File: src/rtl/multicycle_sequencer_if.sv
// Handshake/control bundle between the multi-cycle sequencer and the rest of
// the RV32I core (instruction register, memories, register file, PC).
// The master modport is the sequencer side and drives every strobe; the slave
// modport is the core/memory side.
interface multicycle_sequencer_if #(
  parameter int CNT_W = 32
);
  logic [6:0]       Opcode;
  logic             imem_ready;
  logic             dmem_ready;
  logic             imem_req;
  logic             ir_write;
  logic             dmem_req;
  logic             mem_read_en;
  logic             mem_write_en;
  logic             reg_write_en;
  logic             pc_write;
  logic [2:0]       state;
  logic             halted;
  logic             err_timeout;
  logic             err_illegal;
  logic [CNT_W-1:0] cycle_cnt;
  logic [CNT_W-1:0] instret_cnt;

  modport master (
    input  Opcode, imem_ready, dmem_ready,
    output imem_req, ir_write, dmem_req, mem_read_en, mem_write_en,
           reg_write_en, pc_write, state, halted, err_timeout, err_illegal,
           cycle_cnt, instret_cnt
  );

  modport slave (
    output Opcode, imem_ready, dmem_ready,
    input  imem_req, ir_write, dmem_req, mem_read_en, mem_write_en,
           reg_write_en, pc_write, state, halted, err_timeout, err_illegal,
           cycle_cnt, instret_cnt
  );
endinterface

File: src/rtl/multicycle_sequencer.sv
// Multi-cycle control FSM for the RV32I core. Sequences one instruction at a
// time through FETCH/DECODE/EXEC/MEM/WB, handshakes with instruction and data
// memory under a bounded wait, and stops on HALT, illegal opcode or timeout.
// Optional feature macro: PERF_COUNTERS_EN enables the cycle/instret counters;
// without it both counter outputs are tied to zero.
module multicycle_sequencer #(
  parameter int MEM_WAIT_MAX = 16,
  parameter int CNT_W        = 32
) (
  input  logic                   clk,
  input  logic                   reset,
  multicycle_sequencer_if.master bus
);

  typedef enum logic [2:0] {
    S_FETCH  = 3'd0,
    S_DECODE = 3'd1,
    S_EXEC   = 3'd2,
    S_MEM    = 3'd3,
    S_WB     = 3'd4,
    S_HALT   = 3'd5,
    S_ERR    = 3'd6,
    S_BAD    = 3'd7
  } state_t;

  localparam logic [6:0] OP_R    = 7'b0110011;
  localparam logic [6:0] OP_LW   = 7'b0000011;
  localparam logic [6:0] OP_SW   = 7'b0100011;
  localparam logic [6:0] OP_BR   = 7'b1100011;
  localparam logic [6:0] OP_IMM  = 7'b0010011;
  localparam logic [6:0] OP_JAL  = 7'b1101111;
  localparam logic [6:0] OP_JALR = 7'b1100111;
  localparam logic [6:0] OP_HALT = 7'b1111111;

  // Wide enough to hold MEM_WAIT_MAX-1 with headroom; with MEM_WAIT_MAX=0 the
  // counter is free-running and never compared.
  localparam int WAIT_W = $clog2(MEM_WAIT_MAX + 1) + 1;
  localparam logic [WAIT_W-1:0] WAIT_LAST =
    (MEM_WAIT_MAX > 0) ? WAIT_W'(MEM_WAIT_MAX - 1) : '0;

  state_t            state_q, state_next;
  logic [WAIT_W-1:0] wait_cnt;
  logic              wait_inc;
  logic              timeout_hit;
  logic              set_timeout, set_illegal;
  logic              err_timeout_q, err_illegal_q;

  logic is_lw, is_sw, is_br, is_halt, is_legal;

  logic imem_req_c, ir_write_c, dmem_req_c, mem_read_c, mem_write_c;
  logic reg_write_c, pc_write_c, halted_c;

  logic [CNT_W-1:0] cycle_cnt_q, instret_cnt_q;

  // Opcode classification shared by DECODE routing and EXEC/MEM qualification.
  always_comb begin
    is_lw    = (bus.Opcode == OP_LW);
    is_sw    = (bus.Opcode == OP_SW);
    is_br    = (bus.Opcode == OP_BR);
    is_halt  = (bus.Opcode == OP_HALT);
    is_legal = 1'b0;
    case (bus.Opcode)
      OP_R, OP_LW, OP_SW, OP_BR, OP_IMM, OP_JAL, OP_JALR: is_legal = 1'b1;
      default:                                             is_legal = 1'b0;
    endcase
  end

  // The timeout fires in the MEM_WAIT_MAX-th cycle of a wait state when ready
  // is still low; ready in that same cycle wins because it is tested first.
  assign timeout_hit = (MEM_WAIT_MAX != 0) && (wait_cnt == WAIT_LAST);

  // State register.
  always_ff @(posedge clk) begin
    if (reset) state_q <= S_FETCH;
    else       state_q <= state_next;
  end

  // Next-state logic and Moore outputs qualified by Opcode/ready.
  always_comb begin
    state_next  = state_q;
    imem_req_c  = 1'b0;
    ir_write_c  = 1'b0;
    dmem_req_c  = 1'b0;
    mem_read_c  = 1'b0;
    mem_write_c = 1'b0;
    reg_write_c = 1'b0;
    pc_write_c  = 1'b0;
    halted_c    = 1'b0;
    wait_inc    = 1'b0;
    set_timeout = 1'b0;
    set_illegal = 1'b0;
    case (state_q)
      S_FETCH: begin
        imem_req_c = 1'b1;
        if (bus.imem_ready) begin
          ir_write_c = 1'b1;
          state_next = S_DECODE;
        end else if (timeout_hit) begin
          set_timeout = 1'b1;
          state_next  = S_ERR;
        end else begin
          wait_inc = 1'b1;
        end
      end
      S_DECODE: begin
        if (is_halt) begin
          state_next = S_HALT;
        end else if (is_legal) begin
          state_next = S_EXEC;
        end else begin
          set_illegal = 1'b1;
          state_next  = S_ERR;
        end
      end
      S_EXEC: begin
        if (is_lw || is_sw) begin
          state_next = S_MEM;
        end else if (is_br) begin
          pc_write_c = 1'b1;
          state_next = S_FETCH;
        end else begin
          state_next = S_WB;
        end
      end
      S_MEM: begin
        dmem_req_c  = 1'b1;
        mem_read_c  = is_lw;
        mem_write_c = is_sw;
        if (bus.dmem_ready) begin
          if (is_lw) begin
            state_next = S_WB;
          end else begin
            pc_write_c = 1'b1;
            state_next = S_FETCH;
          end
        end else if (timeout_hit) begin
          set_timeout = 1'b1;
          state_next  = S_ERR;
        end else begin
          wait_inc = 1'b1;
        end
      end
      S_WB: begin
        reg_write_c = 1'b1;
        pc_write_c  = 1'b1;
        state_next  = S_FETCH;
      end
      S_HALT: begin
        halted_c = 1'b1;
      end
      S_ERR: begin
        state_next = S_ERR;
      end
      default: begin
        state_next = S_FETCH;
      end
    endcase
  end

  // Wait counter: restarts on every state change, so each entry to FETCH/MEM
  // begins counting from zero.
  always_ff @(posedge clk) begin
    if (reset)                     wait_cnt <= '0;
    else if (state_next != state_q) wait_cnt <= '0;
    else if (wait_inc)             wait_cnt <= wait_cnt + 1'b1;
  end

  // Sticky error flags, cleared only by reset.
  always_ff @(posedge clk) begin
    if (reset) begin
      err_timeout_q <= 1'b0;
      err_illegal_q <= 1'b0;
    end else begin
      if (set_timeout) err_timeout_q <= 1'b1;
      if (set_illegal) err_illegal_q <= 1'b1;
    end
  end

`ifdef PERF_COUNTERS_EN
  // Active-cycle and retired-instruction counters; both wrap naturally.
  always_ff @(posedge clk) begin
    if (reset) begin
      cycle_cnt_q   <= '0;
      instret_cnt_q <= '0;
    end else begin
      if (state_q != S_HALT && state_q != S_ERR) cycle_cnt_q <= cycle_cnt_q + 1'b1;
      if (pc_write_c) instret_cnt_q <= instret_cnt_q + 1'b1;
    end
  end
`else
  assign cycle_cnt_q   = '0;
  assign instret_cnt_q = '0;
`endif

  // Output stage: everything forced low while reset is held, which also
  // suppresses the retire strobe of an instruction aborted by reset.
  assign bus.imem_req     = imem_req_c  & ~reset;
  assign bus.ir_write     = ir_write_c  & ~reset;
  assign bus.dmem_req     = dmem_req_c  & ~reset;
  assign bus.mem_read_en  = mem_read_c  & ~reset;
  assign bus.mem_write_en = mem_write_c & ~reset;
  assign bus.reg_write_en = reg_write_c & ~reset;
  assign bus.pc_write     = pc_write_c  & ~reset;
  assign bus.halted       = halted_c    & ~reset;
  assign bus.err_timeout  = err_timeout_q & ~reset;
  assign bus.err_illegal  = err_illegal_q & ~reset;
  assign bus.state        = reset ? 3'd0 : state_q;
  assign bus.cycle_cnt    = reset ? '0 : cycle_cnt_q;
  assign bus.instret_cnt  = reset ? '0 : instret_cnt_q;

endmodule

File: src/flat_wrapper.sv
// flat-port wrapper written by rule: the top's interface ports become plain ports
module multicycle_sequencer_flat 
#(
  parameter int MEM_WAIT_MAX = 16,
  parameter int CNT_W        = 32
)
  (clk, reset, bus_Opcode, bus_imem_ready, bus_dmem_ready, bus_imem_req, bus_ir_write, bus_dmem_req, bus_mem_read_en, bus_mem_write_en, bus_reg_write_en, bus_pc_write, bus_state, bus_halted, bus_err_timeout, bus_err_illegal, bus_cycle_cnt, bus_instret_cnt);
  multicycle_sequencer_if #(.CNT_W(CNT_W)) bus_i ();
  input  logic clk;
  input  logic reset;
  input wire logic [$bits(bus_i.Opcode)-1:0] bus_Opcode;
  input wire logic [$bits(bus_i.imem_ready)-1:0] bus_imem_ready;
  input wire logic [$bits(bus_i.dmem_ready)-1:0] bus_dmem_ready;
  output wire logic [$bits(bus_i.imem_req)-1:0] bus_imem_req;
  output wire logic [$bits(bus_i.ir_write)-1:0] bus_ir_write;
  output wire logic [$bits(bus_i.dmem_req)-1:0] bus_dmem_req;
  output wire logic [$bits(bus_i.mem_read_en)-1:0] bus_mem_read_en;
  output wire logic [$bits(bus_i.mem_write_en)-1:0] bus_mem_write_en;
  output wire logic [$bits(bus_i.reg_write_en)-1:0] bus_reg_write_en;
  output wire logic [$bits(bus_i.pc_write)-1:0] bus_pc_write;
  output wire logic [$bits(bus_i.state)-1:0] bus_state;
  output wire logic [$bits(bus_i.halted)-1:0] bus_halted;
  output wire logic [$bits(bus_i.err_timeout)-1:0] bus_err_timeout;
  output wire logic [$bits(bus_i.err_illegal)-1:0] bus_err_illegal;
  output wire logic [$bits(bus_i.cycle_cnt)-1:0] bus_cycle_cnt;
  output wire logic [$bits(bus_i.instret_cnt)-1:0] bus_instret_cnt;
  assign bus_i.Opcode = bus_Opcode;
  assign bus_i.imem_ready = bus_imem_ready;
  assign bus_i.dmem_ready = bus_dmem_ready;
  assign bus_imem_req = bus_i.imem_req;
  assign bus_ir_write = bus_i.ir_write;
  assign bus_dmem_req = bus_i.dmem_req;
  assign bus_mem_read_en = bus_i.mem_read_en;
  assign bus_mem_write_en = bus_i.mem_write_en;
  assign bus_reg_write_en = bus_i.reg_write_en;
  assign bus_pc_write = bus_i.pc_write;
  assign bus_state = bus_i.state;
  assign bus_halted = bus_i.halted;
  assign bus_err_timeout = bus_i.err_timeout;
  assign bus_err_illegal = bus_i.err_illegal;
  assign bus_cycle_cnt = bus_i.cycle_cnt;
  assign bus_instret_cnt = bus_i.instret_cnt;
  multicycle_sequencer #(.MEM_WAIT_MAX(MEM_WAIT_MAX), .CNT_W(CNT_W)) u_core (.clk(clk), .reset(reset), .bus(bus_i));
endmodule
File: config.mk
export PLATFORM = sky130hd
export DESIGN_NAME = multicycle_sequencer_flat
export DESIGN_NICKNAME = d
export VERILOG_FILES = /design/src/rtl/multicycle_sequencer_if.sv /design/src/rtl/multicycle_sequencer.sv /design/src/flat_wrapper.sv
export SDC_FILE = /design/constraint.sdc
export NUM_CORES = 1
export LEC_CHECK = 0
export ABC_AREA = 1
export BUFFER_PORTS_ARGS = -buffer_cell sky130_fd_sc_hd__buf_2
export CAP_MARGIN = 25
export CORE_ASPECT_RATIO = 2
export CORE_MARGIN = 5
export CORE_UTILIZATION = 44
export DETAILED_ROUTE_END_ITERATION = 8
export PLACE_DENSITY = 0.81
export SLEW_MARGIN = 20
export SYNTH_ARGS = -nofsm -noshare
export SYNTH_HDL_FRONTEND = slang
export SYNTH_SLANG_ARGS = --single-unit
File: constraint.sdc
create_clock -name clk -period 4.4 [get_ports clk]
set_clock_uncertainty 0.05 [all_clocks]
set_input_delay 0.44 -clock clk [delete_from_list [all_inputs] [get_ports clk]]
set_output_delay 0.44 -clock clk [all_outputs]
set_load 0.01 [all_outputs]
==> impl_metrics.py, run 1 <==
metrics = {
    "worst_setup_path": {
        "arrival_ps": 1640,
        "endpoint_kind": "primary output",
        "crit_required_ps": 3910,
        "timing.rr.start": "u_core.wait_cnt[0]$_SDFFE_PP0P_",
        "cp_max_fo": 9,
        "cp-startpoint": "u_core.state_q[2]$_SDFF_PP0_",
        "worstSetupPathType": "reg2out",
        "crit_path_end": "bus_pc_write",
        "timing.rr.end": "u_core.wait_cnt[2]$_SDFFE_PP0P_",
        "worstSetupStartpointType": "flop",
        "rr_worst_depth": 10,
        "reg2reg_slack_ps": 2620,
    },
    "outcome": {
        "status": "finished, final reports clean",
    },
    "logic_synthesis": {
        "syn_avg_cell_area_um2": 6.573,
        "ys_seq_area_share_pct": 15.16,
        "synth-edff-count": 0,
        "ys_types": 30,
        "synth_cells": 221,
        "syn_area_um2": 1453,
        "async_flop_share_pct": 0,
        "yosys_warnings": 0,
        "ys_seq_elements": 11,
        "synth_flop_cell": "dfxtp_1",
    },
    "placement": {
        "dp_hpwl_um": 2515,
        "io_buffers": 23,
        "place_congestion": 0.9173,
    },
    "cells_and_area": {
        "syn_to_final_growth_pct": -5.426,
        "num_antenna_cells": 0,
        "drive_above_1_share_pct": 18.52,
        "nNetsFinal": 256,
        "fin_util_pct": 43.03,
    },
    "floorplan": {
        "core_area_um2": 3193,
        "rows": 29,
        "die_w_um": 50.63,
        "die_area_um2": 4620,
        "pin_count": 88,
        "dieHeight_um": 91.26,
        "start_util_pct": 45.49,
    },
    "timing": {
        "worst_slew_pin_slew_ps": 519.6,
        "slew_viol_final": 0,
        "fin_crit_sh_pct": 48.30,
        "finalHoldViolations": 0,
        "period_minus_slack_ps": 2125,
        "slew_headroom_pct": 65.32,
        "fin_setup_tns_ps": 0,
        "setup-violations-final": 0,
        "hold_ws_ps": 405.1,
        "rsz0062_at_grt": "no",
        "fmax_ghz": 0.4706,
    },
    "grt": {
        "grt_pass1_vias": 1159,
        "grt_util_met3_pct": 2.131,
        "top_usage_layer": "met2",
        "grt_pass1_wl_um": 4464,
        "grt_overflow_total": 0,
        "antenna_found_initial": 0,
        "grt_max_degree": 16,
        "grt_util_all_layers_pct": 12.10,
        "globalRouteMet1Util_pct": 9.820,
        "met2_usage_pct": 23.86,
    },
    "routing": {
        "via_count": 1202,
        "vias_per_cell": 4.387,
        "first_pass_iters": 4,
        "wl_per_cell_um": 10.47,
        "initialDrtViolationCount": 29,
        "drt_wl_total_um": 2870,
        "drc": 0,
        "ant_nets": 0,
    },
    "cts": {
        "cts_root_buf": "clkbuf_8",
        "cts_max_level": 1,
        "cts_tree": "yes",
        "cts_made_buffers": 3,
        "clk_pin_slew_ps": 50,
        "postCtsSetupBuffers": 0,
        "postCtsHoldBufs": 0,
        "clockBufferDepth": 2,
        "cts_resized": 0,
        "insertion_delay_ps": 240,
        "clock_sink_count": 11,
    },
    "power": {
        "p_total_uw": 335.2,
        "p_leak_uw": 0.0007728,
        "p_per_area_nw_per_um2": 244.0,
        "irDropWorstVdd_mv": 0.1704,
    },
    "flow_run": {
        "drv_cap": 0,
    },
    "hold_path": {
        "hp-class": "reg2reg",
        "hp-start": "u_core.err_illegal_q$_SDFFE_PP0P_",
    },
}
## sequential cells by signal (all words and copies together) (netlist names)
| register | count |
|---|---|
| u_core.wait_cnt | 6 |
| u_core.state_q | 3 |
| u_core.err_illegal_q | 1 |
| u_core.err_timeout_q | 1 |
## per-stage QoR
step | setup slack [ps] | cells | area (um2)
after global routing | 2163 | 274 | 1374
after floorplan | 2663 | 284 | 1689
after global placement | 2607 | 270 | 1329
after detailed placement | 2564 | 270 | 1329
final | 2275 | 274 | 1374
after CTS | 2302 | 274 | 1374
## power breakdown
part | internal [uW] | switching [uW] | total (uW)
logic | 34.8 | 80.8 | 116
registers | 106 | 14.4 | 120
clock network | 63.4 | 36.0 | 99.4
## layer usage
metal,vias to the layer above,wire (um)
met5,-,0
met4,0,106
met3,8,300
met2,73,1577
met1,530,886
li1,591,-
## critical path, cell delays in order, from the launching register on
cell	delay, ps
dfxtp_1	640
inv_1	170
nor4_1	280
a31oi_1	70
o21ai_0	80
buf_2	150
## cell usage after synthesis, types with 2 or more instances
| master | n | area (um2) |
|---|---|---|
| buf_4 | 65 | 488.0 |
| buf_6 | 2 | 22.52 |
| xor2_1 | 2 | 17.52 |
| nor2_2 | 5 | 31.28 |
| nor2_4 | 2 | 22.52 |
| dfxtp_1 | 11 | 220.2 |
| nor2_1 | 31 | 116.4 |
| nand2_1 | 35 | 131.4 |
| nand2_2 | 3 | 18.77 |
| nand4_1 | 4 | 25.02 |
| xnor2_1 | 3 | 26.28 |
| nand3_2 | 3 | 30.03 |
| nor4_1 | 2 | 12.51 |
| o21ai_0 | 2 | 10.01 |
| inv_1 | 26 | 97.59 |
| a31oi_1 | 2 | 12.51 |
| nand3_1 | 10 | 50.05 |
## worst min path at each step
stage / to / slack [ps] / cells after the start
2_1_floorplan: u_core.err_illegal_q$_SDFFE_PP0P_ / 390 / 2
3_3_place_gp: u_core.err_illegal_q$_SDFFE_PP0P_ / 400 / 2
3_5_place_dp: u_core.err_illegal_q$_SDFFE_PP0P_ / 400 / 2
4_1_cts: u_core.err_illegal_q$_SDFFE_PP0P_ / 410 / 2
5_1_grt: u_core.err_illegal_q$_SDFFE_PP0P_ / 430 / 2
6_report: u_core.err_illegal_q$_SDFFE_PP0P_ / 410 / 2
## cell families after synthesis
logic type | after synthesis | synth area share, %
buf+inv | 95 | 42.55
other cells | 1 | 0.2582
fa+ha+maj | 1 | 0.8612
flops | 11 | 15.16
compound gates | 7 | 2.928
simple gates | 100 | 34.45
mux | 1 | 0.7751
xor+xnor | 5 | 3.015
## final cells by class
cell class / instances / area, um2
fill: 356 / 1819
tap: 31 / 38.79
sequential: 11 / 220.2
inverter: 27 / 103.9
multi-input combinational: 178 / 850.8
timing repair buffer: 23 / 115.1
clock buffer: 4 / 45.04
## placed cells by master, fill, tap and decap left out, types with 3 or more instances in the layout
cell type and count:
conb_1 64, nand2_1 35, nor2_1 31, inv_1 26, buf_2 23, dfxtp_1 11, nand3_1 10, nor2_2 5
nand4_1 4, nand2_2 3, nand3_2 3, xnor2_1 3, clkbuf_8 3
No activity file was read; power rests on OpenSTA's default activity.
==> run 2: changes to the inputs <==
Clock period 4.4 ns to 2.1 ns, I/O delays scaled along.
==> run 2 against run 1 <==
Net effect:
- worst setup slack got worse by 2100 ps
- cell count unchanged
- sequential power grew 110%
- die area is the same
- routed wire length up 2.2%
- register-to-register slack worse by 2300 ps
- total power grew 110%
- highest routed layer unchanged
==> impl_metrics.py, run 2 (same netlist as run 1, synthesis figures left out) <==
metrics = {
    "outcome": {
        "status": "finished, final reports clean",
    },
    "grt": {
        "grt_pass1_wl_um": 4588,
        "antenna_found_initial": 0,
        "grt_util_all_layers_pct": 12.22,
        "grt_pass1_vias": 1127,
        "grt_max_degree": 16,
        "grt_overflow_total": 0,
    },
    "cells_and_area": {
        "largest_register_ffs": 6,
        "nNetsFinal": 256,
        "final_common_cell": "conb_1",
        "largestRegisters": "u_core.wait_cnt: 6 flops, u_core.state_q: 3 flops",
        "drive_above_1_share_pct": 18.93,
        "num_antenna_cells": 0,
        "syn_to_final_growth_pct": -5.340,
        "final_cell_mix": "conb_1, nand2_1, nor2_1",
        "largest-register": "u_core.wait_cnt",
        "fin_util_pct": 43.06,
        "fillers": 361,
    },
    "timing": {
        "fin_setup_tns_ps": 0,
        "fin_crit_sh_pct": 93.58,
        "fmax_ghz": 0.5089,
        "setup-violations-final": 0,
        "slew_viol_final": 0,
        "rsz0062_at_grt": "no",
        "period_minus_slack_ps": 1965,
        "finalHoldViolations": 0,
    },
    "floorplan": {
        "core_area_um2": 3193,
        "pin_count": 88,
        "start_util_pct": 45.49,
        "dieHeight_um": 91.26,
        "die_w_um": 50.63,
        "rows": 29,
        "die_area_um2": 4620,
    },
    "power": {
        "irDropWorstVdd_mv": 0.3656,
        "p_leak_uw": 0.0007732,
        "p_per_area_nw_per_um2": 519.8,
    },
    "routing": {
        "initialDrtViolationCount": 30,
        "drc": 0,
        "via_count": 1194,
        "ant_nets": 0,
        "first_pass_iters": 2,
        "wl_per_cell_um": 10.70,
        "drt_wl_total_um": 2932,
        "vias_per_cell": 4.358,
    },
    "placement": {
        "place_congestion": 0.9290,
        "dp_hpwl_um": 2528,
        "io_buffers": 23,
    },
    "worst_setup_path": {
        "cp-startpoint": "u_core.state_q[1]$_SDFF_PP0_",
        "timing.rr.end": "u_core.wait_cnt[4]$_SDFFE_PP0P_",
        "arrival_ps": 1710,
        "endpoint_kind": "primary output",
        "worstSetupPathType": "reg2out",
        "cp_max_fo": 8,
        "crit_required_ps": 1840,
        "timing.rr.start": "u_core.state_q[1]$_SDFF_PP0_",
        "rr_worst_depth": 10,
        "worstSetupStartpointType": "flop",
        "reg2reg_slack_ps": 340,
        "crit_path_end": "bus_pc_write",
    },
    "cts": {
        "clk_pin_slew_ps": 50,
        "cts_made_buffers": 3,
        "clock_sink_count": 11,
        "cts_tree": "yes",
        "clockBufferDepth": 2,
        "postCtsSetupBuffers": 0,
        "cts_max_level": 1,
        "cts_root_buf": "clkbuf_8",
        "insertion_delay_ps": 240,
    },
    "hold_path": {
        "hp-class": "in2reg",
        "hp-start": "reset",
        "min_path_cells": 2,
    },
    "flow_run": {
        "drv_cap": 0,
    },
}
[run 2: power by group]
group          internal, uW  switching, uW  leakage, uW
registers               222           32.2    0.0000897
clock network           134           84.8    0.0000228
logic                  72.9            169     0.000661
total                   429            286     0.000773
[run 2: critical path: stages, from the launching register on]
cell,delay [ps]
dfxtp_1,610
nand2_2,120
nor2_4,150
inv_1,50
nor2_1,140
inv_1,80
o21ai_0,160
buf_2,150
[run 2: timing repair]
action                                  in CTS  in global routing
endpoints found under the setup margin       0                  1
hold buffers                                 0                  0
gates resized for setup                      0                  1
hold endpoints to repair                     0                  0
[run 2: worst min path at each step]
stage,end
after floorplan,u_core.state_q[1]$_SDFF_PP0_
after global placement,u_core.err_illegal_q$_SDFFE_PP0P_
after detailed placement,u_core.err_illegal_q$_SDFFE_PP0P_
after CTS,u_core.state_q[2]$_SDFF_PP0_
after global routing,u_core.state_q[2]$_SDFF_PP0_
final,u_core.state_q[2]$_SDFF_PP0_
[run 2: per-stage QoR]
| stage | instances | total power (uW) | hold WS, ps | area, um2 | setup WS, ps |
|---|---|---|---|---|---|
| 5_1_grt | 274 | 761.1 | 307.0 | 1375 | 20.52 |
| 3_5_place_dp | 270 | 496.7 | 411.1 | 1329 | 350.0 |
| 6_report | 274 | 714.8 | 261.9 | 1375 | 134.8 |
| 2_1_floorplan | 284 | 539.3 | 337.9 | 1689 | 554.9 |
| 4_1_cts | 274 | 714.1 | 268.3 | 1374 | 126.7 |
| 3_3_place_gp | 270 | 494.0 | 396.9 | 1329 | 352.5 |
[run 2: cell type report]
cell class	count	area [um2]	share of cell area, %
Inverter	27	103.9	7.552
Clock buffer	4	45.04	3.276
Timing Repair Buffer	23	115.1	8.371
Multi-Input combinational cell	178	850.8	61.87
Sequential cell	11	221.5	16.11
Tap cell	31	38.79	2.821
[run 2: routing by layer]
metal / wire, um / track usage, % / vias to the layer above
li1: - / - / 591
met4: 132 / 6.823 / 0
met1: 867 / 10.02 / 518
met3: 327 / 2.623 / 14
met5: 0 / 0 / -
met2: 1605 / 24.27 / 71
